### config.mk
export PLATFORM = sky130hd
export DESIGN_NAME = mem_access_ctrl_flat
export DESIGN_NICKNAME = d
export VERILOG_FILES = /design/src/rtl/mem_access_ctrl_pkg.sv /design/src/rtl/mem_access_ctrl_if.sv /design/src/rtl/mem_access_ctrl_load_align.sv /design/src/rtl/mem_access_ctrl.sv /design/src/flat_wrapper.sv
export SDC_FILE = /design/constraint.sdc
export NUM_CORES = 1
export LEC_CHECK = 0
export BUFFER_PORTS_ARGS = -buffer_cell sky130_fd_sc_hd__buf_2
export CAP_MARGIN = 20
export CORE_MARGIN = 2
export CORE_UTILIZATION = 40
export CTS_CLUSTER_DIAMETER = 200
export CTS_CLUSTER_SIZE = 14
export DETAILED_ROUTE_END_ITERATION = 16
export PLACE_DENSITY = 0.81
export SLEW_MARGIN = 20
export SYNTH_ARGS = -nofsm -noshare
export SYNTH_HDL_FRONTEND = slang
export SYNTH_SLANG_ARGS = --single-unit
### constraint.sdc
create_clock -name clk -period 1.9 [get_ports clk]
set_input_delay 0.19 -clock clk [delete_from_list [all_inputs] [get_ports clk]]
set_output_delay 0.19 -clock clk [all_outputs]
set_load 0.01 [all_outputs]
### src/rtl/mem_access_ctrl_pkg.sv
// Shared types and helpers for the MEM-stage load/store controller.
package mem_access_ctrl_pkg;

    localparam int RAM_SPACE_DEFAULT = 4194304;

    typedef enum logic [1:0] {
        SZ_B = 2'd0,
        SZ_H = 2'd1,
        SZ_W = 2'd2
    } size_t;

    typedef enum logic [1:0] {
        ERR_OK    = 2'd0,
        ERR_ALIGN = 2'd1,
        ERR_RANGE = 2'd2
    } err_t;

    typedef enum logic [1:0] {
        IDLE = 2'd0,
        RD   = 2'd1,
        RESP = 2'd2
    } state_t;

    // Size code 3 has no legal access, so it is reported as misaligned.
    function automatic logic is_misaligned(input logic [1:0] size, input logic [1:0] offset);
        case (size)
            SZ_B:    return 1'b0;
            SZ_H:    return offset[0];
            SZ_W:    return offset != 2'b00;
            default: return 1'b1;
        endcase
    endfunction

endpackage

### src/rtl/mem_access_ctrl_if.sv
// Pipeline-side request/response bus of the load/store controller.
interface mem_access_ctrl_if;
    logic        req_valid;
    logic        req_ready;
    logic        req_we;
    logic [1:0]  req_size;
    logic        req_unsigned;
    logic [31:0] req_addr;
    logic [31:0] req_wdata;
    logic        resp_valid;
    logic        resp_ready;
    logic [31:0] resp_rdata;
    logic [1:0]  resp_err;

    modport master (
        output req_valid, req_we, req_size, req_unsigned, req_addr, req_wdata, resp_ready,
        input  req_ready, resp_valid, resp_rdata, resp_err
    );

    modport slave (
        input  req_valid, req_we, req_size, req_unsigned, req_addr, req_wdata, resp_ready,
        output req_ready, resp_valid, resp_rdata, resp_err
    );
endinterface

### src/rtl/mem_access_ctrl_load_align.sv
// Selects the addressed byte/half from a big-endian RAM word and extends it.
module lsu_load_align
    import mem_access_ctrl_pkg::*;
(
    input  logic [31:0] rdata,
    input  logic [1:0]  offset,
    input  size_t       size,
    input  logic        zero_ext,
    output logic [31:0] data
);

    logic [7:0]  byte_sel;
    logic [15:0] half_sel;

    // Lane select (offset 0 is bits [31:24]) followed by zero/sign extension.
    always_comb begin
        // NOTE: every output gets a default first so no path can infer a latch.
        byte_sel = 8'h00;
        half_sel = 16'h0000;
        data     = rdata;
        case (offset)
            2'd0: byte_sel = rdata[31:24];
            2'd1: byte_sel = rdata[23:16];
            2'd2: byte_sel = rdata[15:8];
            2'd3: byte_sel = rdata[7:0];
            default: byte_sel = 8'h00;
        endcase
        half_sel = offset[1] ? rdata[15:0] : rdata[31:16];
        case (size)
            SZ_B:    data = {{24{~zero_ext & byte_sel[7]}}, byte_sel};
            SZ_H:    data = {{16{~zero_ext & half_sel[15]}}, half_sel};
            default: data = rdata;
        endcase
    end

endmodule

### src/rtl/mem_access_ctrl.sv
// MEM-stage load/store controller in front of a 1-cycle-latency synchronous RAM.
module mem_access_ctrl
    import mem_access_ctrl_pkg::*;
#(
    parameter int RAM_SPACE = RAM_SPACE_DEFAULT
) (
    input  logic               clk,
    input  logic               rstn,
    mem_access_ctrl_if.slave   bus,
    output logic               mem_en,
    output logic [3:0]         mem_we,
    output logic [31:0]        mem_addr,
    output logic [31:0]        mem_wdata,
    input  logic [31:0]        mem_rdata
);

    state_t      state, state_nxt;
    err_t        req_err;
    logic        accept;
    logic        mem_active;
    size_t       cap_size;
    logic [1:0]  cap_offset;
    logic        cap_zero_ext;
    logic [31:0] load_data;
    logic [31:0] resp_rdata_q;
    err_t        resp_err_q;

    assign bus.req_ready  = (state == IDLE);
    assign bus.resp_valid = (state == RESP);
    assign bus.resp_rdata = resp_rdata_q;
    assign bus.resp_err   = resp_err_q;

    assign accept = (state == IDLE) && bus.req_valid;
    // rstn gates the RAM side so nothing reaches the RAM while reset is held.
    assign mem_active = rstn && accept && (req_err == ERR_OK);

    // Classify the request; misalignment wins over out-of-range.
    always_comb begin
        req_err = ERR_OK;
        if (is_misaligned(bus.req_size, bus.req_addr[1:0])) begin
            req_err = ERR_ALIGN;
        end else if ({2'b00, bus.req_addr[31:2]} >= 32'(RAM_SPACE)) begin
            req_err = ERR_RANGE;
        end
    end

    // RAM enable, byte lanes and replicated store data for a legal request.
    always_comb begin
        mem_en    = 1'b0;
        mem_we    = 4'b0000;
        mem_addr  = 32'h0;
        mem_wdata = 32'h0;
        if (mem_active) begin
            mem_en   = 1'b1;
            mem_addr = {bus.req_addr[31:2], 2'b00};
            if (bus.req_we) begin
                case (size_t'(bus.req_size))
                    SZ_B: begin
                        mem_we    = 4'b1000 >> bus.req_addr[1:0];
                        mem_wdata = {4{bus.req_wdata[7:0]}};
                    end
                    SZ_H: begin
                        mem_we    = bus.req_addr[1] ? 4'b0011 : 4'b1100;
                        mem_wdata = {2{bus.req_wdata[15:0]}};
                    end
                    default: begin
                        mem_we    = 4'b1111;
                        mem_wdata = bus.req_wdata;
                    end
                endcase
            end
        end
    end

    // Next-state logic: loads wait one cycle for RAM data, everything else responds directly.
    always_comb begin
        state_nxt = state;
        case (state)
            IDLE: begin
                if (accept) begin
                    state_nxt = (bus.req_we || req_err != ERR_OK) ? RESP : RD;
                end
            end
            RD:      state_nxt = RESP;
            RESP:    state_nxt = bus.resp_ready ? IDLE : RESP;
            default: state_nxt = IDLE;
        endcase
    end

    // State register.
    always_ff @(posedge clk or negedge rstn) begin
        // NOTE: sequential state uses non-blocking assignments so all flops update together.
        if (!rstn) begin
            state <= IDLE;
        end else begin
            state <= state_nxt;
        end
    end

    // Request capture at accept and load result registration in RD; held through RESP.
    always_ff @(posedge clk or negedge rstn) begin
        if (!rstn) begin
            cap_size     <= SZ_B;
            cap_offset   <= 2'b00;
            cap_zero_ext <= 1'b0;
            resp_rdata_q <= 32'h0;
            resp_err_q   <= ERR_OK;
        end else if (accept) begin
            cap_size     <= size_t'(bus.req_size);
            cap_offset   <= bus.req_addr[1:0];
            cap_zero_ext <= bus.req_unsigned;
            resp_rdata_q <= 32'h0;
            resp_err_q   <= req_err;
        end else if (state == RD) begin
            resp_rdata_q <= load_data;
        end
    end

    lsu_load_align u_load_align (
        .rdata    (mem_rdata),
        .offset   (cap_offset),
        .size     (cap_size),
        .zero_ext (cap_zero_ext),
        .data     (load_data)
    );

endmodule

### src/flat_wrapper.sv
// flat-port wrapper written by rule: the top's interface ports become plain ports
module mem_access_ctrl_flat import mem_access_ctrl_pkg::*;
#(
    parameter int RAM_SPACE = RAM_SPACE_DEFAULT
)
  (clk, rstn, mem_en, mem_we, mem_addr, mem_wdata, mem_rdata, bus_req_valid, bus_req_we, bus_req_size, bus_req_unsigned, bus_req_addr, bus_req_wdata, bus_resp_ready, bus_req_ready, bus_resp_valid, bus_resp_rdata, bus_resp_err);
  mem_access_ctrl_if bus_i ();
  input  logic clk;
  input  logic rstn;
  output logic mem_en;
  output logic [3:0] mem_we;
  output logic [31:0] mem_addr;
  output logic [31:0] mem_wdata;
  input  logic [31:0] mem_rdata;
  input wire logic [$bits(bus_i.req_valid)-1:0] bus_req_valid;
  input wire logic [$bits(bus_i.req_we)-1:0] bus_req_we;
  input wire logic [$bits(bus_i.req_size)-1:0] bus_req_size;
  input wire logic [$bits(bus_i.req_unsigned)-1:0] bus_req_unsigned;
  input wire logic [$bits(bus_i.req_addr)-1:0] bus_req_addr;
  input wire logic [$bits(bus_i.req_wdata)-1:0] bus_req_wdata;
  input wire logic [$bits(bus_i.resp_ready)-1:0] bus_resp_ready;
  output wire logic [$bits(bus_i.req_ready)-1:0] bus_req_ready;
  output wire logic [$bits(bus_i.resp_valid)-1:0] bus_resp_valid;
  output wire logic [$bits(bus_i.resp_rdata)-1:0] bus_resp_rdata;
  output wire logic [$bits(bus_i.resp_err)-1:0] bus_resp_err;
  assign bus_i.req_valid = bus_req_valid;
  assign bus_i.req_we = bus_req_we;
  assign bus_i.req_size = bus_req_size;
  assign bus_i.req_unsigned = bus_req_unsigned;
  assign bus_i.req_addr = bus_req_addr;
  assign bus_i.req_wdata = bus_req_wdata;
  assign bus_i.resp_ready = bus_resp_ready;
  assign bus_req_ready = bus_i.req_ready;
  assign bus_resp_valid = bus_i.resp_valid;
  assign bus_resp_rdata = bus_i.resp_rdata;
  assign bus_resp_err = bus_i.resp_err;
  mem_access_ctrl #(.RAM_SPACE(RAM_SPACE)) u_core (.clk(clk), .rstn(rstn), .bus(bus_i), .mem_en(mem_en), .mem_we(mem_we), .mem_addr(mem_addr), .mem_wdata(mem_wdata), .mem_rdata(mem_rdata));
endmodule
==> impl_metrics.env, run 1 <==
export IMPL_drcViolationCount=0
export IMPL_power_density_mw_per_mm2=561.7
export IMPL_critPathArrivalTime_ns=1.80
export IMPL_insertion_delay_ns=0.29
export IMPL_async_flop_share_pct=100.0
export IMPL_cts_buffers=5
export IMPL_placeableCoreArea_mm2=0.008175
export IMPL_drt_pass1_iterations=7
export IMPL_h_tree_depth=2
export IMPL_setup_violations=20
export IMPL_layout_setup_ws_ns=-0.09022
export IMPL_mostFrequentLayoutCell="buf_2"
export IMPL_fillers=708
export IMPL_worstSetupEndpointType="primary output"
export IMPL_synth_area_mm2=0.003362
export IMPL_cap_violations=0
export IMPL_overflow=0
export IMPL_ys_flop_type="dfrtp_1"
export IMPL_p_leak_nw=2.531
export IMPL_synth_seq_area_share_pct=30.52
export IMPL_cts_tree="built"
export IMPL_reg2reg_from="u_core.state[1]$_DFFE_PN0P_"
export IMPL_ant_nets=0
export IMPL_multi_input_area_mm2=0.002282
export IMPL_status="finished with violations"
export IMPL_finalClockSkew_ns=0.003651
export IMPL_cts_buffer_depth=2
export IMPL_seq_area_mm2=0.001027
export IMPL_yosys_warnings=0
export IMPL_hp_class="in -> reg"
export IMPL_via_per_inst=5.836
export IMPL_vias=4097
export IMPL_min_delay_path_depth=3
export IMPL_routed_wirelength_um=12570
export IMPL_final_net_count=700
export IMPL_crit_chain="nor3b_4 -> buf_4 -> nand3_4 -> clkbuf_16 -> nor3_2 -> buf_2"
export IMPL_min_from="bus_req_unsigned"
export IMPL_initial_utilization_pct=41.12
export IMPL_grt_pass1_vias=3759
export IMPL_final_cell_mix="198 x buf_2, 40 x dfrtp_1, 32 x nand2_1"
export IMPL_std_cell_rows=33
export IMPL_dp_slack_ns=0.07841
export IMPL_max_slew_margin_rel_pct=66.83
export IMPL_antenna_cells=0
export IMPL_routabilityCongestion=0.9268
export IMPL_peakVddDrop_uv=334.1
export IMPL_cp_required_ns=1.71
export IMPL_reg2reg_slack_ns=0.04
export IMPL_cts_root_buf="clkbuf_8"
export IMPL_drt_iter0_drc=455
export IMPL_worst_hold_path_endpoint="u_core.cap_zero_ext$_DFFE_PN0P_"
export IMPL_area_growth_pct=47.67
export IMPL_crit_path_top_delay_cell="dfrtp_2"
export IMPL_grt_usage_pct=25.68
export IMPL_fp_dieW_um=95.68
export IMPL_rsz0062_at_grt="yes"
export IMPL_drive_above_1_share_pct=53.10
export IMPL_grt_first_pass_wirelength_um=18530
export IMPL_r2r_end="u_core.bus.resp_rdata[19]$_DFFE_PN0P_"
export IMPL_finalCritPeriodShare_pct=104.7
export IMPL_hold_buffers=0
export IMPL_grt_max_degree=33
export IMPL_crit_fanout=10
export IMPL_syn_inst=397
export IMPL_finalHoldViolations=0
export IMPL_min_period_ns=1.990
export IMPL_tightest_slew_ns=0.4948
export IMPL_port_buffers=198
export IMPL_numClockSinks=41
export IMPL_cpPeakStageDelay_ns=0.44
export IMPL_die_area_mm2=0.009155
export IMPL_rr_worst_depth=5
export IMPL_dp_hpwl_um=9432
export IMPL_die_height_um=95.68
export IMPL_ys_seq_elements=41
export IMPL_violations="setup timing"
export IMPL_antenna_found_initial=0
export IMPL_fmax_mhz=502.5
export IMPL_wire_per_inst_um=17.91
export IMPL_synth_distinct_cells=47
export IMPL_avgSynthCellArea_um2=8.468
export IMPL_ios=209
export IMPL_critical_path_class="reg -> out"
export IMPL_clk_pin_slew_ns=0.08
export IMPL_p_total_mw=2.789
export IMPL_slew_violations=0
export IMPL_synth_edf_count=0
export IMPL_critPathLaunchType="flop"
-- cells by family after synthesis --
group	share of synthesized area, %
other	0.1115
multiplexers	14.85
AND/OR/NAND/NOR	19.35
AO/OA/AOI/OAI	25.38
flip-flops	30.52
buffers and inverters	9.788
-- where the power goes --
group | switching [mW] | total, mW | internal [mW] | leakage (nW)
logic | 0.565 | 0.989 | 0.424 | 1.90
registers | 0.0567 | 0.964 | 0.907 | 0.558
clock network | 0.313 | 0.836 | 0.522 | 0.0681
total | 0.935 | 2.79 | 1.85 | 2.53
-- repair_timing --
action	in CTS	in global routing
resized for setup	16	32
gates cloned	0	2
pin swaps	1	13
buffers inserted	0	4
endpoints found under the setup margin	50	78
-- worst max-delay path by stage --
stage | startpoint | depth (start not counted) | slack [ns] | end
2_1_floorplan | u_core.state[1]$_DFFE_PN0P_ | 5 | 0.08 | mem_wdata[2]
3_3_place_gp | bus_req_addr[25] | 7 | 0.17 | mem_wdata[14]
3_5_place_dp | u_core.state[1]$_DFFE_PN0P_ | 4 | 0.08 | u_core.bus.resp_rdata[22]$_DFFE_PN0P_
4_1_cts | u_core.state[1]$_DFFE_PN0P_ | 5 | -0.03 | mem_wdata[5]
5_1_grt | u_core.state[1]$_DFFE_PN0P_ | 6 | -0.13 | mem_wdata[25]
6_report | u_core.state[1]$_DFFE_PN0P_ | 6 | -0.09 | mem_wdata[24]
-- through the flow --
stage | setup TNS (ns) | cell area, µm² | util [%] | std cells | hold WS, ns
final | -0.4838 | 4965 | 60.73 | 702 | 0.1290
after global routing | -3.568 | 4965 | 60.73 | 702 | 0.1245
after CTS | -0.2274 | 4733 | 57.90 | 696 | 0.1027
after detailed placement | 0 | 4527 | 55.37 | 688 | 0.4082
after floorplan | 0 | 3396 | - | 406 | -0.1056
after global placement | 0 | 4527 | 55.37 | 688 | 0.4125
-- sequential cells by signal, indices dropped and copies added, names as in the netlist --
name	cells
u_core.cap_zero_ext	1
u_core.state	2
u_core.cap_size	2
u_core.cap_offset	2
u_core.bus.resp_rdata	32
u_core.bus.resp_err	2
-- critical path, delay by kind of cell, from the launching register on --
kind	cells	cell delay, ns
simple gates	3	0.53
buf+inv	3	0.53
flops	1	0.44
-- Yosys cell counts, drive strengths merged, types with 2 or more instances --
cell type,count,area [µm²]
nor2b,4,25.02
mux2i,24,240.2
clkbuf,25,93.84
nor4,2,12.51
a22oi,24,180.2
nor3b,2,25.02
inv,22,82.58
nor3,50,250.2
o21ai,28,140.1
a222oi,8,80.08
a2111oi,5,43.79
or3b,2,17.52
buf,22,152.6
dfrtp,41,1026
nor2,17,63.81
nand2b,6,37.54
mux2,23,259.0
o221ai,7,61.31
a21oi,8,40.04
nand2,32,120.1
o21a,5,37.54
o211ai,17,177.7
or3,4,25.02
-- cell type report --
class	instances	share of cell area, %
repair buffers	229	26.34
flip-flops and latches	41	20.69
well taps	105	2.646
inverters	22	1.663
clock inverters	3	1.310
clock buffers	5	1.386
multi-input cells	297	45.97
-- metal layers --
layer  wire, µm  GRT usage [%]  vias up
li1           -              -     1860
met1       4772          31.04     1977
met2       6255          44.58      229
met3       1153          5.613       31
met4        390          9.405        0
met5          0              0        -
(Power assumes the default switching activity.)
==> run 2, diff against run 1 <==
--- a/config.mk
+++ b/config.mk
@@ -13,6 +13,7 @@
 export CTS_CLUSTER_SIZE = 14
 export DETAILED_ROUTE_END_ITERATION = 16
 export PLACE_DENSITY = 0.81
+export SETUP_SLACK_MARGIN = 0.02
 export SLEW_MARGIN = 20
 export SYNTH_ARGS = -nofsm -noshare
 export SYNTH_HDL_FRONTEND = slang
==> run 2 against run 1 <==
The flow still finishes with violations (setup timing). Combinational power barely moved. Utilization shrank 0.46 points. Non-clock buffer count rose by 1. Flip-flop and latch count unchanged. Critical endpoint is now mem_wdata[6]. Highest routed layer unchanged.
==> impl_metrics.env, run 2 (synthesis results as in run 1) <==
export IMPL_status="finished with violations"
export IMPL_violations="setup timing"
export IMPL_cts_root_buf="clkbuf_8"
export IMPL_grt_pass1_vias=3759
export IMPL_rr_worst_depth=5
export IMPL_via_per_inst=5.808
export IMPL_cts_buffer_depth=2
export IMPL_layout_setup_ws_ns=-0.07540
export IMPL_cts_buffers=5
export IMPL_rsz0062_at_grt="yes"
export IMPL_reg2reg_slack_ns=0.03
export IMPL_power_frac_clock_pct=29.9
export IMPL_routed_wirelength_um=12480
export IMPL_setup_violations=20
export IMPL_cts_tree="built"
export IMPL_fmax_mhz=506.2
export IMPL_dp_slack_ns=0.07841
export IMPL_port_buffers=198
export IMPL_final_cell_mix="198 x buf_2, 40 x dfrtp_1, 32 x nand2_1"
export IMPL_path_buf_inv=2
export IMPL_insertion_delay_ns=0.29
export IMPL_numClockSinks=41
export IMPL_routabilityCongestion=0.9268
export IMPL_antenna_found_initial=0
export IMPL_reg2reg_from="u_core.state[1]$_DFFE_PN0P_"
export IMPL_grt_usage_pct=25.70
export IMPL_crit_path_top_delay_cell="dfrtp_2"
export IMPL_cp_required_ns=1.71
export IMPL_endpoint="mem_wdata[6]"
export IMPL_critPathArrivalTime_ns=1.79
export IMPL_hp_class="in -> reg"
export IMPL_clk_pin_slew_ns=0.08
export IMPL_crit_fanout=32
export IMPL_layoutNonFillerInstCount=703
export IMPL_placed_area_mm2=0.004527
export IMPL_dp_hpwl_um=9432
export IMPL_grt_first_pass_wirelength_um=18530
export IMPL_placeableCoreArea_mm2=0.008175
export IMPL_initial_utilization_pct=41.12
export IMPL_cap_violations=0
export IMPL_cpPeakStageDelay_ns=0.44
export IMPL_mostFrequentLayoutCell="buf_2"
export IMPL_crit_family="simple AND/OR/NAND/NOR gates"
export IMPL_crit_path_start="u_core.state[1]$_DFFE_PN0P_"
export IMPL_finalHoldViolations=0
export IMPL_finalClockSkew_ns=0.003909
export IMPL_critPathLaunchType="flop"
export IMPL_ios=209
export IMPL_ant_nets=0
export IMPL_h_tree_depth=2
export IMPL_tightest_slew_ns=0.5036
export IMPL_min_period_ns=1.975
export IMPL_die_height_um=95.68
export IMPL_final_net_count=701
export IMPL_grt_max_degree=33
export IMPL_fp_dieW_um=95.68
export IMPL_dp_cells=688
export IMPL_peakVddDrop_uv=333.5
export IMPL_drive_above_1_share_pct=52.68
export IMPL_p_int_mw=1.855
export IMPL_p_sw_share_pct=33.34
export IMPL_area_growth_pct=46.56
export IMPL_p_comb_share_pct=35.4
export IMPL_std_cell_rows=33
export IMPL_drt_iter0_drc=465
export IMPL_p_total_mw=2.782
export IMPL_switchingPower_mw=0.9276
export IMPL_cp_num_cells=5
export IMPL_largest_reg_flops=32
export IMPL_die_area_mm2=0.009155
export IMPL_finalCritPeriodShare_pct=104.0
export IMPL_drt_pass1_iterations=5
export IMPL_max_slew_margin_rel_pct=66.24
export IMPL_power_density_mw_per_mm2=564.7
export IMPL_slew_violations=0
export IMPL_overflow=0
export IMPL_antenna_cells=0
export IMPL_hold_buffers=0
export IMPL_final_cell_area_mm2=0.004927
export IMPL_r2r_end="u_core.bus.resp_rdata[19]$_DFFE_PN0P_"
export IMPL_setup_tns_ns=-0.6294
export IMPL_crit_chain="nor3b_4 -> o2111ai_2 -> buf_12 -> nor3_2 -> buf_2"
export IMPL_drcViolationCount=0
export IMPL_vias=4083
export IMPL_wire_per_inst_um=17.75
export IMPL_worstSetupEndpointType="primary output"
export IMPL_p_leak_nw=2.508
export IMPL_critical_path_class="reg -> out"
export IMPL_seqPwrFrac_pct=34.7
[run 2: cell count changes in the layout (fill, tap and decap cells not counted)]
| cell | delta |
|---|---|
| nor3_2 | -1 |
| nor3_4 | -2 |
| nor3_1 | +3 |
| clkbuf_16 | -1 |
| buf_4 | +2 |
[run 2: worst min path at each step]
stage	cells past startpoint	slack [ns]	from	end
finish	3	0.13	bus_req_unsigned	u_core.cap_zero_ext$_DFFE_PN0P_
CTS	3	0.10	bus_req_unsigned	u_core.cap_zero_ext$_DFFE_PN0P_
floorplan	0	-0.11	rstn	u_core.bus.resp_err[0]$_DFFE_PN0P_
detailed placement	3	0.41	bus_req_unsigned	u_core.cap_zero_ext$_DFFE_PN0P_
global placement	3	0.41	bus_req_unsigned	u_core.cap_zero_ext$_DFFE_PN0P_
global route	3	0.12	bus_req_unsigned	u_core.cap_zero_ext$_DFFE_PN0P_
[run 2: layer usage]
| metal | up-vias | track usage (%) | wire [µm] |
|---|---|---|---|
| met5 | - | 0 | 0 |
| met4 | 0 | 9.405 | 378 |
| met3 | 31 | 5.613 | 1152 |
| met1 | 1949 | 31.09 | 4745 |
| li1 | 1862 | - | - |
| met2 | 241 | 44.58 | 6203 |
[run 2: timing repair]
item / 4_1_cts / 5_1_grt
setup endpoints to repair: 55 / 83
pin swaps: 2 / 14
buffers inserted: 0 / 6
gates cloned: 0 / 1
resized for setup: 16 / 27
[run 2: final cells by class]
class                      count  area [µm²]
multi-input combinational    297        2255
clock buffer                   5       68.82
fill                         713        3248
tap                          105       131.4
inverter                      22       82.58
clock inverter                 3       65.06
timing repair buffer         230        1297
sequential                    41        1027
[run 2: power groups by stage]
stage / clock, mW / sequential [mW] / combinational (mW)
after detailed placement: 0 / 0.975 / 0.899
after global placement: 0 / 0.973 / 0.879
after global routing: 0.883 / 0.971 / 1.06
after CTS: 0.847 / 0.961 / 0.917
after floorplan: 0 / 0.948 / 0.577
final: 0.833 / 0.964 / 0.986
[run 2: stage by stage]
stage / hold WS, ns / util (%)
after floorplan: -0.1056 / -
after global placement: 0.4125 / 55.37
after detailed placement: 0.4082 / 55.37
after CTS: 0.1027 / 57.90
after global routing: 0.1236 / 60.27
final: 0.1272 / 60.27
[run 2: worst register-to-register path: cells and delay by family, from the launching register on]
family	cells	cell delay [ns]
buf+inv	2	0.29
flops	1	0.44
compound gates	2	0.51
simple gates	1	0.55
